File: config.mk
export PLATFORM = sky130hd
export DESIGN_NAME = coherence_bus_ctrl
export DESIGN_NICKNAME = d
export VERILOG_FILES = /design/src/rtl/coherence_bus_ctrl.sv
export SDC_FILE = /design/constraint.sdc
export NUM_CORES = 1
export LEC_CHECK = 0
export CAP_MARGIN = 15
export CORE_AREA = 8 8 137 139
export CTS_BUF_LIST = sky130_fd_sc_hd__clkbuf_16
export DETAILED_ROUTE_END_ITERATION = 8
export DIE_AREA = 0 0 145 147
export PLACE_DENSITY = 0.7
export SLEW_MARGIN = 20
export SYNTH_ARGS = -nofsm -noshare
export SYNTH_HDL_FRONTEND = slang
export SYNTH_SLANG_ARGS = --single-unit
File: constraint.sdc
create_clock -name CLK -period 2.8 [get_ports CLK]
set_clock_uncertainty 0.1 [all_clocks]
set_input_delay 0.56 -clock CLK [delete_from_list [all_inputs] [get_ports CLK]]
set_output_delay 0.56 -clock CLK [all_outputs]
set_load 0.02 [all_outputs]
File: src/rtl/coherence_bus_ctrl.sv
// Snooping coherence bus controller: arbitrates L1 coherence requests,
// snoops the other caches, and moves one block by cache-to-cache or memory.
// Ports:
//   CLK, RST                      clock, synchronous active-high reset
//   cctrans/ccwrite/daddr         per-core request, BusRdX intent, block base
//   snoophit/dstore               per-core snoop response and owner data
//   ccwait/ccinv/ccsnoopaddr      per-core snoop control
//   dload/dwait                   per-core fill data and word handshake
//   ramREN/ramWEN/ramaddr/ramstore/ramload/ramready   memory port
//   c2c                           current transfer is cache-to-cache
module coherence_bus_ctrl #(
    parameter int NCORES = 2,
    parameter int WORDS  = 2,
    parameter int AW     = 32,
    parameter int DW     = 32
) (
    input  logic                 CLK,
    input  logic                 RST,
    input  logic [NCORES-1:0]    cctrans,
    input  logic [NCORES-1:0]    ccwrite,
    input  logic [NCORES*AW-1:0] daddr,
    input  logic [NCORES-1:0]    snoophit,
    input  logic [NCORES*DW-1:0] dstore,
    output logic [NCORES-1:0]    ccwait,
    output logic [NCORES-1:0]    ccinv,
    output logic [NCORES*AW-1:0] ccsnoopaddr,
    output logic [NCORES*DW-1:0] dload,
    output logic [NCORES-1:0]    dwait,
    output logic                 ramREN,
    output logic                 ramWEN,
    output logic [AW-1:0]        ramaddr,
    output logic [DW-1:0]        ramstore,
    input  logic [DW-1:0]        ramload,
    input  logic                 ramready,
    output logic                 c2c
);

    localparam int IW = (NCORES > 1) ? $clog2(NCORES) : 1;
    localparam int KW = (WORDS > 1) ? $clog2(WORDS) : 1;

    typedef enum logic [2:0] {
        IDLE,
        SNOOP,
        XFER,
        MEMRD,
        DONE
    } state_t;

    state_t        state;
    state_t        next_state;
    logic [IW-1:0] req;
    logic [IW-1:0] last;
    logic [IW-1:0] owner;
    logic [IW-1:0] grant;
    logic [IW-1:0] hit_idx;
    logic          grant_vld;
    logic          hit_vld;
    logic          wr;
    logic [AW-1:0] base;
    logic [KW-1:0] k;
    logic          last_word;
    logic [AW-1:0] word_addr;

    assign last_word = (k == KW'(WORDS - 1));
    assign word_addr = base + (AW'(k) << 2);

    // Round robin: scan from farthest to nearest after the last-served
    // index so the nearest requester wins.
    always_comb begin
        grant     = '0;
        grant_vld = 1'b0;
        for (int i = NCORES; i >= 1; i--) begin
            if (cctrans[(int'(last) + i) % NCORES]) begin
                grant     = IW'((int'(last) + i) % NCORES);
                grant_vld = 1'b1;
            end
        end
    end

    // Lowest-index hitting non-requester owns the block.
    always_comb begin
        hit_idx = '0;
        hit_vld = 1'b0;
        for (int i = NCORES - 1; i >= 0; i--) begin
            if (snoophit[i] && (IW'(i) != req)) begin
                hit_idx = IW'(i);
                hit_vld = 1'b1;
            end
        end
    end

    always_ff @(posedge CLK) begin
        if (RST) begin
            state <= IDLE;
            last  <= IW'(NCORES - 1);
            k     <= '0;
            req   <= '0;
            owner <= '0;
            wr    <= 1'b0;
            base  <= '0;
        end else begin
            state <= next_state;
            case (state)
                IDLE: begin
                    if (grant_vld) begin
                        req  <= grant;
                        wr   <= ccwrite[grant];
                        base <= daddr[grant*AW +: AW];
                        k    <= '0;
                    end
                end
                SNOOP: owner <= hit_idx;
                XFER, MEMRD: begin
                    if (ramready) k <= k + KW'(1);
                end
                DONE: last <= req;
                default: ;
            endcase
        end
    end

    always_comb begin
        next_state  = state;
        ccwait      = '0;
        ccinv       = '0;
        ccsnoopaddr = '0;
        dload       = '0;
        dwait       = '1;
        ramREN      = 1'b0;
        ramWEN      = 1'b0;
        ramaddr     = '0;
        ramstore    = '0;
        c2c         = 1'b0;
        unique case (state)
            IDLE: begin
                if (grant_vld) next_state = SNOOP;
            end
            SNOOP: begin
                for (int i = 0; i < NCORES; i++) begin
                    if (IW'(i) != req) begin
                        ccwait[i]                = 1'b1;
                        ccinv[i]                 = wr;
                        ccsnoopaddr[i*AW +: AW]  = base;
                    end
                end
                next_state = hit_vld ? XFER : MEMRD;
            end
            XFER: begin
                c2c                         = 1'b1;
                ccwait[owner]               = 1'b1;
                ccsnoopaddr[owner*AW +: AW] = word_addr;
                ramWEN                      = 1'b1;
                ramaddr                     = word_addr;
                ramstore                    = dstore[owner*DW +: DW];
                dload[req*DW +: DW]         = dstore[owner*DW +: DW];
                dwait[req]                  = !ramready;
                if (ramready && last_word) next_state = DONE;
            end
            MEMRD: begin
                ramREN              = 1'b1;
                ramaddr             = word_addr;
                dload[req*DW +: DW] = ramload;
                dwait[req]          = !ramready;
                if (ramready && last_word) next_state = DONE;
            end
            DONE: next_state = IDLE;
            default: next_state = IDLE;
        endcase
    end

endmodule
==> results of run 1 <==
[logic make-up (layout without fill, tap and decap cells)]
| group | after synthesis | count (layout) | share of synthesized area [%] |
|---|---|---|---|
| and+or+nand+nor | 336 | 336 | 31.7 |
| AOI/OAI and AO/OA | 243 | 243 | 28.7 |
| buffers and inverters | 105 | 526 | 8.52 |
| muxes | 70 | 70 | 13.5 |
| DFF | 40 | 40 | 15.4 |
| xor gates and xnor gates | 11 | 11 | 1.85 |
| adders and majority gates | 2 | 2 | 0.480 |
| other | 0 | 1 | 0 |
[sequential cells by signal, summed over array words and instances (netlist names)]
signal,count
base,32
k,1
last,1
owner,1
req,1
state,3
wr,1
[repair_timing]
item / 4_1_cts / 5_1_grt
pin swaps: 19 / 26
setup buffers: 14 / 9
endpoints found under the setup margin: 191 / 118
cloned: 1 / 1
gates resized for setup: 387 / 280
[placed cells by master (no fill, tap or decap), types with 9 or more instances in the layout]
master	n
nor3_1	9
clkdlybuf4s15_1	11
o21ai_0	56
nand2b_1	9
dlygate4sd2_1	55
buf_6	27
and2_1	10
a211oi_1	34
dfxtp_1	34
nor2_1	153
clkdlybuf4s50_1	173
o21ai_1	26
buf_2	18
nand2_1	61
and4_1	10
nand4_1	12
buf_4	137
clkbuf_2	41
buf_12	12
o21ai_2	15
a31oi_1	39
mux2i_1	67
dlymetal6s2s_1	35
a21oi_1	16
[how the worst max path moves through the flow]
| stage | to | cells after the start | slack, ns | start |
|---|---|---|---|---|
| after CTS | ramaddr[20] | 9 | -0.12 | k |
| after detailed placement | ccsnoopaddr[56] | 7 | -0.40 | base[2] |
| after global routing | ramaddr[20] | 9 | -0.22 | k |
| after floorplan | ramaddr[24] | 6 | 0.007 | base[2] |
| final | ramaddr[20] | 9 | -0.16 | k |
| after global placement | ccsnoopaddr[56] | 7 | -0.37 | base[2] |
[through the flow]
| step | setup TNS [ns] | total power (uW) | hold slack [ns] | instance area [um2] | setup WS [ns] |
|---|---|---|---|---|---|
| 3_5_place_dp | -10.98 | 2870 | 0.411 | 9840 | -0.402 |
| 3_3_place_gp | -8.89 | 2850 | 0.395 | 9840 | -0.368 |
| 2_1_floorplan | 0 | 1790 | 0.381 | 5220 | 0.00742 |
| 5_1_grt | -2.62 | 3590 | 0.432 | 10400 | -0.217 |
| 6_report | -0.991 | 3390 | 0.416 | 10400 | -0.164 |
| 4_1_cts | -0.532 | 3330 | 0.419 | 10000 | -0.124 |
[worst register-to-register path: cells and delay by family (launching register included)]
kind,cells,cell delay (ns)
DFF,1,0.32
and+or+nand+nor,2,0.45
AOI/OAI and AO/OA,1,0.25
buffers and inverters,3,0.60
[layer usage]
layer | wire, um | GRT usage, % | vias up
met3 | 2770 | 6.83 | 64
met2 | 14800 | 46.4 | 424
li1 | - | - | 3768
met1 | 10700 | 26.9 | 3619
met4 | 931 | 7.84 | 0
met5 | 0 | 0 | -
[final cells by class]
class                   instances  area (um2)
diodes                          1        2.50
clock buffers                   5         125
clock inverters                 3        13.8
fillers                      1520        6370
inverters                       5        18.8
multi-input cells             662        4440
flip-flops and latches         40         808
well taps                     225         282
repair buffers                513        4700
[power breakdown]
group / switching (uW) / leakage, uW / internal, uW / total [uW]
logic: 1160 / 0.00463 / 941 / 2100
clock network: 216 / 0.0000710 / 323 / 539
registers: 96.1 / 0.000333 / 654 / 750
total: 1470 / 0.00503 / 1920 / 3390
==> impl_metrics.yaml, run 1 <==
worst_setup_path:
  r2r_slack_ns: 0.98
  timing.rr.end: "base[9]"
  reg2reg_depth: 6
  cp_max_fo: 4
  cp_num_buf_inv: 3
  worstSetupStartpointType: "flip-flop"
  path_cells: "ha_4 > ha_4 > buf_6 > and3_4 > nand4_1 > buf_4 > or3_1 > a21oi_2 > buf_6"
  crit_type: "reg -> out"
  arrival_ns: 2.30
  cpPeakStageDelay_ns: 0.36
  critPathTopFamily: "simple AND/OR/NAND/NOR gates"
  cpMaxStageDelayCell: "dfxtp_2"
  worst_ep_required_time_ns: 2.14
  worstSetupEndpointType: "output pin"
  r2r-start: "state[0]"
synthesis:
  synth_nets: 978
  yosysTopAreaCell: "dfxtp_1"
  ys_top_cells_by_area: "dfxtp_1 15%, mux2i_1 13%, nor2_1 11%"
  ys_warn_count: 0
  ys_ff_latch: 40
  async_flop_share_pct: 0
  yosysMostFrequentCell: "nor2_1"
  netlist.area_leader.share_pct: 15.4
  ys_seq_area_share_pct: 15.4
  synth_area_um2: 5220
  synthDistinctLibCells: 54
  synth_edf_count: 0
  syn_inst: 807
  ys_top_cells_by_count: "153 x nor2_1, 98 x o21ai_0, 69 x mux2i_1"
  ys.flop_type: "dfxtp_1"
  syn_area_per_cell_um2: 6.46
outcome:
  violations: "setup timing"
  status: "complete, but fails checks"
layout:
  stdcell_count: 1454
  postLayoutCoreUtil_pct: 62.0
  area_delta_synth_final_pct: 99.1
  nets: 1398
  drive_gt1_share_pct: 27.0
sta:
  hold_viol: 0
  slew_violations: 0
  max_slew_margin_pct: 47.2
  period_share_pct: 106
  fmax_ghz: 0.337
  setup_violations: 16
  rsz0062_at_grt: "true"
  worstMarginPinSlew_ns: 0.792
  fin_crit_ns: 2.96
  setup_ws_ns: -0.164
route:
  drc: 0
  vias: 7875
  wire_per_inst_um: 20.1
  drt_first_iter_violations: 562
  vias_per_cell: 5.42
  totalWireLength_um: 29200
  ant_nets: 0
  drt_first_pass_iters: 7
die:
  core-area_um2: 16800
  ios: 370
  rows: 48
  die_height_um: 147
  initial_core_util_pct: 31.1
  dieArea_um2: 21300
  dieWidth_um: 145
pwr:
  leakagePower_uw: 0.00503
  ir_worst_vdd_uv: 272
  p_per_area_nw_per_um2: 327
hold_path:
  hold_class: "reg -> reg"
  hold_end: "base[0]"
  min_from: "base[0]"
  whs_path_depth: 2
clock_network:
  tritoncts: "built"
  cts-root-buf: "clkbuf_16"
  clk_pin_slew_ns: 0.06
  cts_made_buffers: 5
  insertion_delay_ns: 0.27
  cts_buffer_depth: 2
  htree_levels: 2
  clkSinkCount: 40
  hold_buffers: 0
global_routing:
  track_usage_pct: 25.0
  gr-total-overflow: 0
  first_global_vias: 7699
  grt_pass1_wl_um: 43200
  grt_max_degree: 69
  antenna_found_initial: 1
place:
  dp_hpwl_um: 22600
  dp_cells: 1420
  io_buffers: 369
  gp_congestion: 0.914
flow_run:
  cap_violations: 0
No activity file was read; power rests on OpenSTA's default activity.
==> inputs of run 2 (changes only) <==
==> constraint.sdc (replaced) <==
create_clock -name CLK -period 2.8 [get_ports CLK]
set_clock_uncertainty 0.1 [all_clocks]
set_input_delay 0.28 -clock CLK [delete_from_list [all_inputs] [get_ports CLK]]
set_output_delay 0.28 -clock CLK [all_outputs]
set_load 0.02 [all_outputs]
==> run 2 against run 1 <==
Net effect:
- the run now ends clean
- hold slack better by 0.0050 ns
- wire length is 5.1% lower
- sequential share of layout area is 0.51 points higher
- clock power hardly changed
- critical endpoint is now ccsnoopaddr[62]
- largest power group unchanged
==> impl_metrics.yaml, run 2 (synthesis gave the netlist of run 1 again) <==
outcome:
  status: "complete, no violations"
worst_setup_path:
  cp_num_buf_inv: 3
  critPathTopFamily: "buffers and inverters"
  arrival_ns: 2.39
  r2r_slack_ns: 1.09
  cpMaxStageDelayCell: "dfxtp_2"
  path_cells: "ha_4 > ha_1 > nand3_1 > buf_4 > nor3_4 > clkdlybuf4s15_2 > a31oi_1 > a31oi_1 > clkdlybuf4s15_1"
  cpMostUsedCell: "a31oi_1"
  worst_ep_required_time_ns: 2.42
  cpPeakStageDelay_ns: 0.35
  timing.rr.end: "base[29]"
  cp_max_fo: 6
  worstSetupEndpointType: "output pin"
  reg2reg_depth: 5
  worstSetupStartpointType: "flip-flop"
  r2r-start: "state[2]"
  crit_type: "reg -> out"
global_routing:
  grt_max_degree: 69
  grt_pass1_wl_um: 41700
  gr-total-overflow: 0
  first_global_vias: 7197
  antenna_found_initial: 1
  track_usage_pct: 24.2
die:
  dieWidth_um: 145
  ios: 370
  core-area_um2: 16800
  dieArea_um2: 21300
  initial_core_util_pct: 31.1
  die_height_um: 147
  rows: 48
clock_network:
  tritoncts: "built"
  clkSinkCount: 40
  htree_levels: 2
  hold_buffers: 0
  cts-root-buf: "clkbuf_16"
  clk_pin_slew_ns: 0.06
  cts_made_buffers: 5
  insertion_delay_ns: 0.28
  cts_buffer_depth: 2
layout:
  filler_cell_count: 1593
  nets: 1335
  reg.largest.list: "base x32, state x3"
  final_cell_mix: "284 x clkdlybuf4s50_1, 153 x nor2_1, 98 x o21ai_0"
  largest_register: "base"
  area_delta_synth_final_pct: 85.9
  postLayoutCoreUtil_pct: 57.9
  largest_reg_flops: 32
  final_common_cell: "clkdlybuf4s50_1"
  drive_gt1_share_pct: 12.5
pwr:
  p_switching_uw: 1410
  seq_power_share_pct: 23.3
  switching_share_pct: 43.0
  pwr-share-comb_pct: 60.3
  pwr-share-clk_pct: 16.5
  ir_worst_vdd_uv: 185
  p_int_uw: 1870
  p_per_area_nw_per_um2: 338
  leakagePower_uw: 0.00406
route:
  wire_per_inst_um: 19.9
  vias_per_cell: 5.37
  drt_first_pass_iters: 6
  drc: 0
  ant_nets: 0
  drt_first_iter_violations: 512
  vias: 7472
  totalWireLength_um: 27700
hold_path:
  hold_class: "reg -> reg"
  min_from: "base[1]"
  whs_path_depth: 2
  hold_end: "base[1]"
sta:
  period_share_pct: 99.0
  worstMarginPinSlew_ns: 0.748
  max_slew_margin_pct: 50.1
  hold_viol: 0
  slew_violations: 0
  fin_crit_ns: 2.77
  fmax_ghz: 0.361
  setup_violations: 0
  whs_ns: 0.421
  tns_ns: 0
  rsz0062_at_grt: "true"
place:
  io_buffers: 369
  dp_hpwl_um: 22100
  gp_congestion: 0.905
flow_run:
  cap_violations: 0
## run 2: tightest hold or removal path: stages (launching register included)
cell and delay, ns:
dfxtp_1 0.32, nor2_1 0.10, a211oi_1 0.05
## run 2: metal layers
layer / vias to the layer above / global-route usage (%) / wire (um) / share of wire, %
met3: 31 / 7.20 / 2800 / 10
li1: 3636 / - / - / -
met2: 385 / 44.4 / 14300 / 52
met4: 0 / 4.94 / 422 / 1.5
met1: 3420 / 27.0 / 10200 / 37
met5: - / 0 / 0 / 0
## run 2: worst max-delay path by stage
| stage | to | start | slack [ns] | cells after the start |
|---|---|---|---|---|
| after global placement | ccsnoopaddr[56] | base[2] | -0.07 | 7 |
| after CTS | ramaddr[15] | base[7] | 0.0009 | 7 |
| final | ccsnoopaddr[62] | base[2] | 0.03 | 9 |
| after floorplan | ramaddr[24] | base[2] | 0.29 | 6 |
| after detailed placement | ccsnoopaddr[56] | base[2] | -0.1 | 7 |
| after global routing | ccsnoopaddr[62] | base[2] | -0.05 | 9 |
## run 2: power by group through the flow
stage | Clock [uW] | Combinational (uW) | Sequential, uW
after floorplan | 0 | 1090 | 702
after global placement | 0 | 2010 | 764
after detailed placement | 0 | 2020 | 770
after CTS | 555 | 1970 | 759
after global routing | 579 | 2130 | 778
final | 540 | 1980 | 763
## run 2: what timing repair did
item	in CTS	in global routing
pin swaps	7	9
gates resized for setup	98	83
setup endpoints to repair	101	67
gates cloned	0	1
buffers inserted	2	3
## run 2: area by class of cell
class | count | area (um2) | area share, %
timing repair buffer | 450 | 4320 | 44.5
multi-input combinational | 662 | 4140 | 42.7
sequential | 40 | 805 | 8.30
tap | 225 | 282 | 2.90
clock buffer | 5 | 125 | 1.29
inverter | 5 | 18.8 | 0.194
clock inverter | 3 | 11.3 | 0.116
antenna | 1 | 2.50 | 0.0258
## run 2: stage by stage
| step | power, uW | area [um2] | setup WS, ns | instances |
|---|---|---|---|---|
| 2_1_floorplan | 1790 | 5220 | 0.287 | 807 |
| 3_3_place_gp | 2770 | 9470 | -0.0677 | 1376 |
| 3_5_place_dp | 2790 | 9470 | -0.0953 | 1376 |
| 4_1_cts | 3290 | 9590 | 0.000870 | 1386 |
| 5_1_grt | 3480 | 9700 | -0.0530 | 1391 |
| 6_report | 3280 | 9700 | 0.0282 | 1391 |
